File: src/rtl/regfile_access_arbiter.sv
// Access sequencer for a small register file: clears every register after reset,
// then serves two requesters one operation at a time with round-robin arbitration.
//
// state   | meaning
// INIT    | clearing sweep, one register per cycle, no requests accepted
// IDLE    | waiting for a request; grant and accept in the same cycle
// ISSUE   | drive read addresses, write strobe for write ops
// CAPTURE | sample read data, pulse completion for the granted requester
module regfile_access_arbiter #(
  parameter int DATA_W = 8,
  parameter int ADDR_W = 2
) (
  input  logic              clk,
  input  logic              reset,
  input  logic              req0_valid,
  output logic              req0_ready,
  input  logic              req0_we,
  input  logic [ADDR_W-1:0] req0_ra1,
  input  logic [ADDR_W-1:0] req0_ra2,
  input  logic [ADDR_W-1:0] req0_wa,
  input  logic [DATA_W-1:0] req0_wd,
  input  logic              req1_valid,
  output logic              req1_ready,
  input  logic              req1_we,
  input  logic [ADDR_W-1:0] req1_ra1,
  input  logic [ADDR_W-1:0] req1_ra2,
  input  logic [ADDR_W-1:0] req1_wa,
  input  logic [DATA_W-1:0] req1_wd,
  output logic              rsp0_valid,
  output logic              rsp1_valid,
  output logic [DATA_W-1:0] rsp_rd1,
  output logic [DATA_W-1:0] rsp_rd2,
  output logic              init_done,
  output logic [ADDR_W-1:0] rf_read_reg1,
  output logic [ADDR_W-1:0] rf_read_reg2,
  output logic              rf_write,
  output logic [ADDR_W-1:0] rf_write_reg,
  output logic [DATA_W-1:0] rf_write_data,
  input  logic [DATA_W-1:0] rf_read_data1,
  input  logic [DATA_W-1:0] rf_read_data2
);

  typedef enum logic [1:0] {INIT, IDLE, ISSUE, CAPTURE} state_t;

  localparam logic [ADDR_W-1:0] LAST_REG = '1;

  state_t state, nextState;

  logic [ADDR_W-1:0] initCnt;
  logic              lastGrant;
  logic              grantId;
  logic              opWe;
  logic [ADDR_W-1:0] opRa1, opRa2, opWa;
  logic [DATA_W-1:0] opWd;

  // Last values driven to the register file, held while it is not being used
  logic [ADDR_W-1:0] heldRa1, heldRa2, heldWa;
  logic [DATA_W-1:0] heldWd;

  always_ff @(posedge clk or posedge reset) begin
    if (reset) state <= INIT;
    else       state <= nextState;
  end

  always_comb begin
    nextState     = state;
    req0_ready    = 1'b0;
    req1_ready    = 1'b0;
    rsp0_valid    = 1'b0;
    rsp1_valid    = 1'b0;
    rf_write      = 1'b0;
    rf_write_reg  = heldWa;
    rf_write_data = heldWd;
    rf_read_reg1  = heldRa1;
    rf_read_reg2  = heldRa2;
    // Reset forces every output low even though state is already INIT
    if (!reset) begin
      unique case (state)
        INIT: begin
          rf_write      = 1'b1;
          rf_write_reg  = initCnt;
          rf_write_data = '0;
          if (initCnt == LAST_REG) nextState = IDLE;
        end
        IDLE: begin
          if (req0_valid && req1_valid) begin
            req0_ready = lastGrant;
            req1_ready = !lastGrant;
          end else begin
            req0_ready = req0_valid;
            req1_ready = req1_valid;
          end
          if (req0_valid || req1_valid) nextState = ISSUE;
        end
        ISSUE: begin
          rf_read_reg1 = opRa1;
          rf_read_reg2 = opRa2;
          if (opWe) begin
            rf_write      = 1'b1;
            rf_write_reg  = opWa;
            rf_write_data = opWd;
          end
          nextState = CAPTURE;
        end
        CAPTURE: begin
          rf_read_reg1 = opRa1;
          rf_read_reg2 = opRa2;
          rsp0_valid   = !grantId;
          rsp1_valid   = grantId;
          nextState    = IDLE;
        end
        default: nextState = INIT;
      endcase
    end
  end

  always_ff @(posedge clk or posedge reset) begin
    if (reset) begin
      initCnt   <= '0;
      init_done <= 1'b0;
      lastGrant <= 1'b1;
      grantId   <= 1'b0;
      opWe      <= 1'b0;
      opRa1     <= '0;
      opRa2     <= '0;
      opWa      <= '0;
      opWd      <= '0;
      rsp_rd1   <= '0;
      rsp_rd2   <= '0;
      heldRa1   <= '0;
      heldRa2   <= '0;
      heldWa    <= '0;
      heldWd    <= '0;
    end else begin
      heldRa1 <= rf_read_reg1;
      heldRa2 <= rf_read_reg2;
      heldWa  <= rf_write_reg;
      heldWd  <= rf_write_data;
      if (state == INIT) begin
        initCnt <= initCnt + 1'b1;
        if (initCnt == LAST_REG) init_done <= 1'b1;
      end
      if (req0_ready || req1_ready) begin
        grantId   <= req1_ready;
        lastGrant <= req1_ready;
        opWe      <= req1_ready ? req1_we  : req0_we;
        opRa1     <= req1_ready ? req1_ra1 : req0_ra1;
        opRa2     <= req1_ready ? req1_ra2 : req0_ra2;
        opWa      <= req1_ready ? req1_wa  : req0_wa;
        opWd      <= req1_ready ? req1_wd  : req0_wd;
      end
      if (state == CAPTURE && !opWe) begin
        rsp_rd1 <= rf_read_data1;
        rsp_rd2 <= rf_read_data2;
      end
    end
  end

endmodule

File: config.mk
export PLATFORM = sky130hd
export DESIGN_NAME = regfile_access_arbiter
export DESIGN_NICKNAME = d
export VERILOG_FILES = /design/src/rtl/regfile_access_arbiter.sv
export SDC_FILE = /design/constraint.sdc
export NUM_CORES = 1
export LEC_CHECK = 0
export ABC_AREA = 1
export CAP_MARGIN = 20
export CORE_MARGIN = 4
export CORE_UTILIZATION = 49
export DETAILED_ROUTE_END_ITERATION = 10
export PLACE_DENSITY = 0.87
export SLEW_MARGIN = 15
export SYNTH_ARGS = -nofsm -noshare
export SYNTH_HDL_FRONTEND = slang
export SYNTH_SLANG_ARGS = --single-unit
File: constraint.sdc
create_clock -name clk -period 4.8 [get_ports clk]
set_input_delay 0.96 -clock clk [delete_from_list [all_inputs] [get_ports clk]]
set_output_delay 0.96 -clock clk [all_outputs]
set_load 0.02 [all_outputs]
# Word level (Yosys, flattened, before mapping)
# Index checks and enable logic that the tools add are counted.
op_classes:
  n_mux: 31
  bitwise: 1
  eq_ne: 6
  addsub: 1
  reduce_logical: 11
op_table:
  columns: ["operator", "count"]
  rows:
  - ["$mux W8", 3]
  - ["$mux W2", 11]
  - ["$pmux W8 S2", 1]
  - ["$mux W1", 13]
  - ["$pmux W2 S4", 1]
  - ["$eq A2 B2 Y1 const B", 3]
  - ["$pmux W2 S2", 1]
  - ["$logic_not A1 Y1", 3]
  - ["$reduce_and A3 Y1", 1]
  - ["$add A2 B1 Y2 const B", 1]
  - ["$eq A2 B1 Y1 const B", 1]
  - ["$logic_and A1 B1 Y1", 2]
  - ["$logic_not A2 Y1", 1]
  - ["$logic_or A1 B1 Y1", 2]
  - ["$ne A2 B1 Y1 const B", 1]
  - ["$ne A2 B2 Y1 const B", 1]
  - ["$pmux W1 S2", 1]
  - ["$reduce_and A2 Y1", 1]
  - ["$reduce_or A2 Y1", 1]
  - ["$not A1 Y1", 1]
word_totals:
  in_bits: 50
  ff_bits: 52

# Logic depth before layout (Yosys ltp)
logic_depth:
  ltp_word: 5
  depth_mapped: 9
  ltp_nobuf: 8

# Least setup slack after synthesis
# Ideal clock, no wire load.
synth_timing:
  path_kind: "input port to output port"
  startpoint: "input port reset"
  endpoint: "output port rf_write_data[7]"
  path_slack_ns: 1.623
  n_path_buf: 1
  required_ns: 3.840
  arrival_time_ns: 2.217
  stages: 4
  cell_sequence: "inv_4 buf_2 nand4_1 nand2_1"
synth_via:
  elab_chain_len: 1
synth_rtl:
  columns: ["item", "line_no", "rtl"]
  rows:
  - ["start: declaration", "14", "input logic reset,"]
  - ["$mux W8", "77", "if (!reset) begin"]
  - ["end: declaration", "38", "output logic [DATA_W-1:0] rf_write_data,"]
# Every way passes these cells.

# Worst setup path after layout
layout_timing:
  startpoint: "input port reset"
  endpoint: "output port rf_read_reg1[0]"
layout_via:
  elab_chain_len: 1
layout_rtl:
  columns: ["item", "line_no", "rtl"]
  rows:
  - ["$mux W2", "77", null]
  - ["end: declaration", "34", "output logic [ADDR_W-1:0] rf_read_reg1,"]
# Every way passes these cells.

==> impl_metrics.toml <==
[logic_synthesis]
yosysSeqAreaShare = 0.522
yosys.area.top_type_share = 0.511
syn_inst = 281
synth.distinct_cells = 28
netlist_area_um2 = 2500
synth_area_leaders = "dfrtp_1 51%, nand2_1 13%, mux2_2 7.2%, inv_1 6.5%, nand3_1 5.2%"
syn_nets = 338
yosys_register_bits = 52
syn_avg_cell_area_um2 = 8.89
yosysTopAreaCell = "dfrtp_1"
yosys_warnings = 0

[global_route]
grt_usage = 0.195
grt_max_degree = 31
grt_use_met1 = 0.243
top_usage_layer = "met2"
grt_pass1_vias = 2165
antenna_found_initial = 0
gr-total-overflow = 0
grt_pass1_wl_um = 9780
met3_usage = 0.0395
grt_use_met2 = 0.349

[critical_path]
startpoint_type = "primary input"
crit_path_end_kind = "output port"
worst_ep_arrival_time_ns = 3.14
max_stage_delay_ns = 0.66
slowest_stage = "clkdlybuf4s50_1"
critPathRequiredTime_ns = 3.84
crit_type = "in2out"
path_cells = "clkdlybuf4s50_1, inv_4, nand2_1, o21ai_1, nand2_1, o21ai_0, clkdlybuf4s50_1"
critPathMaxFanout = 26
crit_buf_inv = 3
crit_family = "buffers and inverters"

[power_and_ir_drop]
power_leakage_nw = 1.73
peakVddDrop_mv = 0.226
powerDensity_nw_per_um2 = 563
power_mw = 1.96

[sta]
slew_viol_final = 0
slew_headroom = 0.619
fmax_mhz = 244
tightest_slew_ns = 0.570
timing.final.crit_period_ns = 4.10
setup_viol = 0
tns_ns = 0
skew_ns = 0.00388
hold_violations = 0
rsz0062_at_grt = "false"
min_period_over_period = 0.855

[floorplan]
core_area_um2 = 4820
initial_core_util = 0.518
die-area_um2 = 6300
die_y_um = 79.4
die_w_um = 79.4
floorplan.rows = 25
io_pins = 86

[cells_and_area]
num-nets-final = 423
area_delta_synth_final_pct = 39.3
drive_gt1_frac = 0.0899
n_antenna_cell = 0

[detailed_routing]
drt_wl_total_um = 5860
num_vias = 2128
wire_per_inst_um = 13.5
drtPass1Iterations = 4
first_iter_violations = 151
detail-route-antenna-nets = 0
routed_via_density = 4.90
post-route-drc-count = 0

[clock_tree]
clock_path_buffers = 2
cts_tree = "yes"
cts_root_buffer = "clkbuf_8"
numCtsBuffers = 5
clkTransAtPathRegs_ns = 0.09
holdBufCountCts = 0
cts_num_sinks = 52
cts_setup_buffers = 0
htree_levels = 2
postCtsResizedCells = 0
insertion_delay_ns = 0.29

[flow_run]
drv_cap = 0

[status]
run_status = "finished, final reports clean"

[placement]
dpl.hpwl_um = 4570
port_buffers = 85
gp_congestion = 0.802

[min_path]
min_path_type = "reg2reg"
[per-stage QoR]
stage	instances	hold slack, ns	setup slack, ns	utilization	cell area [um2]
detailed placement	426	0.458	0.688	0.703	3390
finish	434	0.479	0.697	0.722	3480
CTS	434	0.484	0.663	0.722	3480
global placement	426	0.452	0.715	0.703	3390
global route	434	0.497	0.464	0.722	3480
floorplan	281	0.449	1.62	-	2500
[synth_stat cells]
library cell	n
a21oi_1	2
buf_2	5
buf_4	1
buf_6	1
clkbuf_1	1
clkbuf_8	1
clkinv_1	1
clkinv_2	1
dfrtp_1	51
dfstp_2	1
ha_1	7
inv_1	43
inv_2	1
inv_4	1
mux2_2	16
nand2_1	88
nand2_2	1
nand3_1	26
nand3_2	1
nand3_4	1
nand4_1	15
nor2_1	4
o21a_1	1
o21ai_0	7
o21ai_1	1
o21ai_2	1
o21bai_1	1
xor2_1	1
[layout by cell type (no fill, tap or decap), types with 4 or more instances in the layout]
cell type,instances
clkbuf_8,6
clkdlybuf4s50_1,85
dfrtp_1,51
ha_1,7
inv_1,43
mux2_2,16
nand2_1,88
nand3_1,26
nand4_1,15
nor2_1,4
o21ai_0,7
[path summary, 6_finish.rpt]
| kind | cells past startpoint | from | slack [ns] | endpoint |
|---|---|---|---|---|
| max in group asynchronous | 3 | reset | 3.09 | lastGrant$_DFFE_PP1P_ |
| setup reg to reg | 6 | state[1]$_DFFE_PP0P_ | 3.02 | opWd[6]$_DFFE_PP0P_ |
| hold reg to reg | 2 | heldWd[5]$_DFF_PP0_ | 0.48 | heldWd[5]$_DFF_PP0_ |
| setup / recovery | 7 | reset | 0.70 | rf_read_reg1[0] |
| hold / removal | 2 | heldWd[5]$_DFF_PP0_ | 0.48 | heldWd[5]$_DFF_PP0_ |
| min in group asynchronous | 2 | reset | 1.06 | initCnt[0]$_DFFE_PP0N_ |
[sequential cells by signal, summed over array words and instances (netlist names), 8 cells and up]
register,cells
opWd,8
heldWd,8
rsp_rd2,8
rsp_rd1,8
[power by group]
part | switching [mW] | internal, mW | total [mW]
Sequential | 0.109 | 0.642 | 0.751
Clock | 0.132 | 0.117 | 0.249
Combinational | 0.515 | 0.445 | 0.960
[cell type report]
cell class	instances	area, um2
inverter	47	180
clock buffer	7	86.3
clock inverter	1	7.51
tap	67	83.8
sequential	52	1300
multi-input combinational	173	953
timing repair buffer	87	866
fill	407	1340
[worst min-delay path: stages, from the launching register on]
cell	delay, ns
dfrtp_1	0.33
nand2_1	0.05
nand2_1	0.06
[cell families (layout without fill, tap and decap cells)]
kind of cell / Yosys count / count (layout) / synth area share
DFF: 52 / 52 / 0.522
buffers and inverters: 56 / 142 / 0.0967
muxes: 16 / 16 / 0.0721
AOI/OAI and AO/OA: 13 / 13 / 0.0296
xor gates and xnor gates: 1 / 1 / 0.00351
and+or+nand+nor: 136 / 136 / 0.241
adders and majority gates: 7 / 7 / 0.0351
[routing by layer]
layer	up-vias	routed length, um
li1	1055	-
met1	990	2590
met2	79	2840
met3	4	366
met4	0	60
met5	-	0
Note: power is estimated with default switching activity, not from simulation.
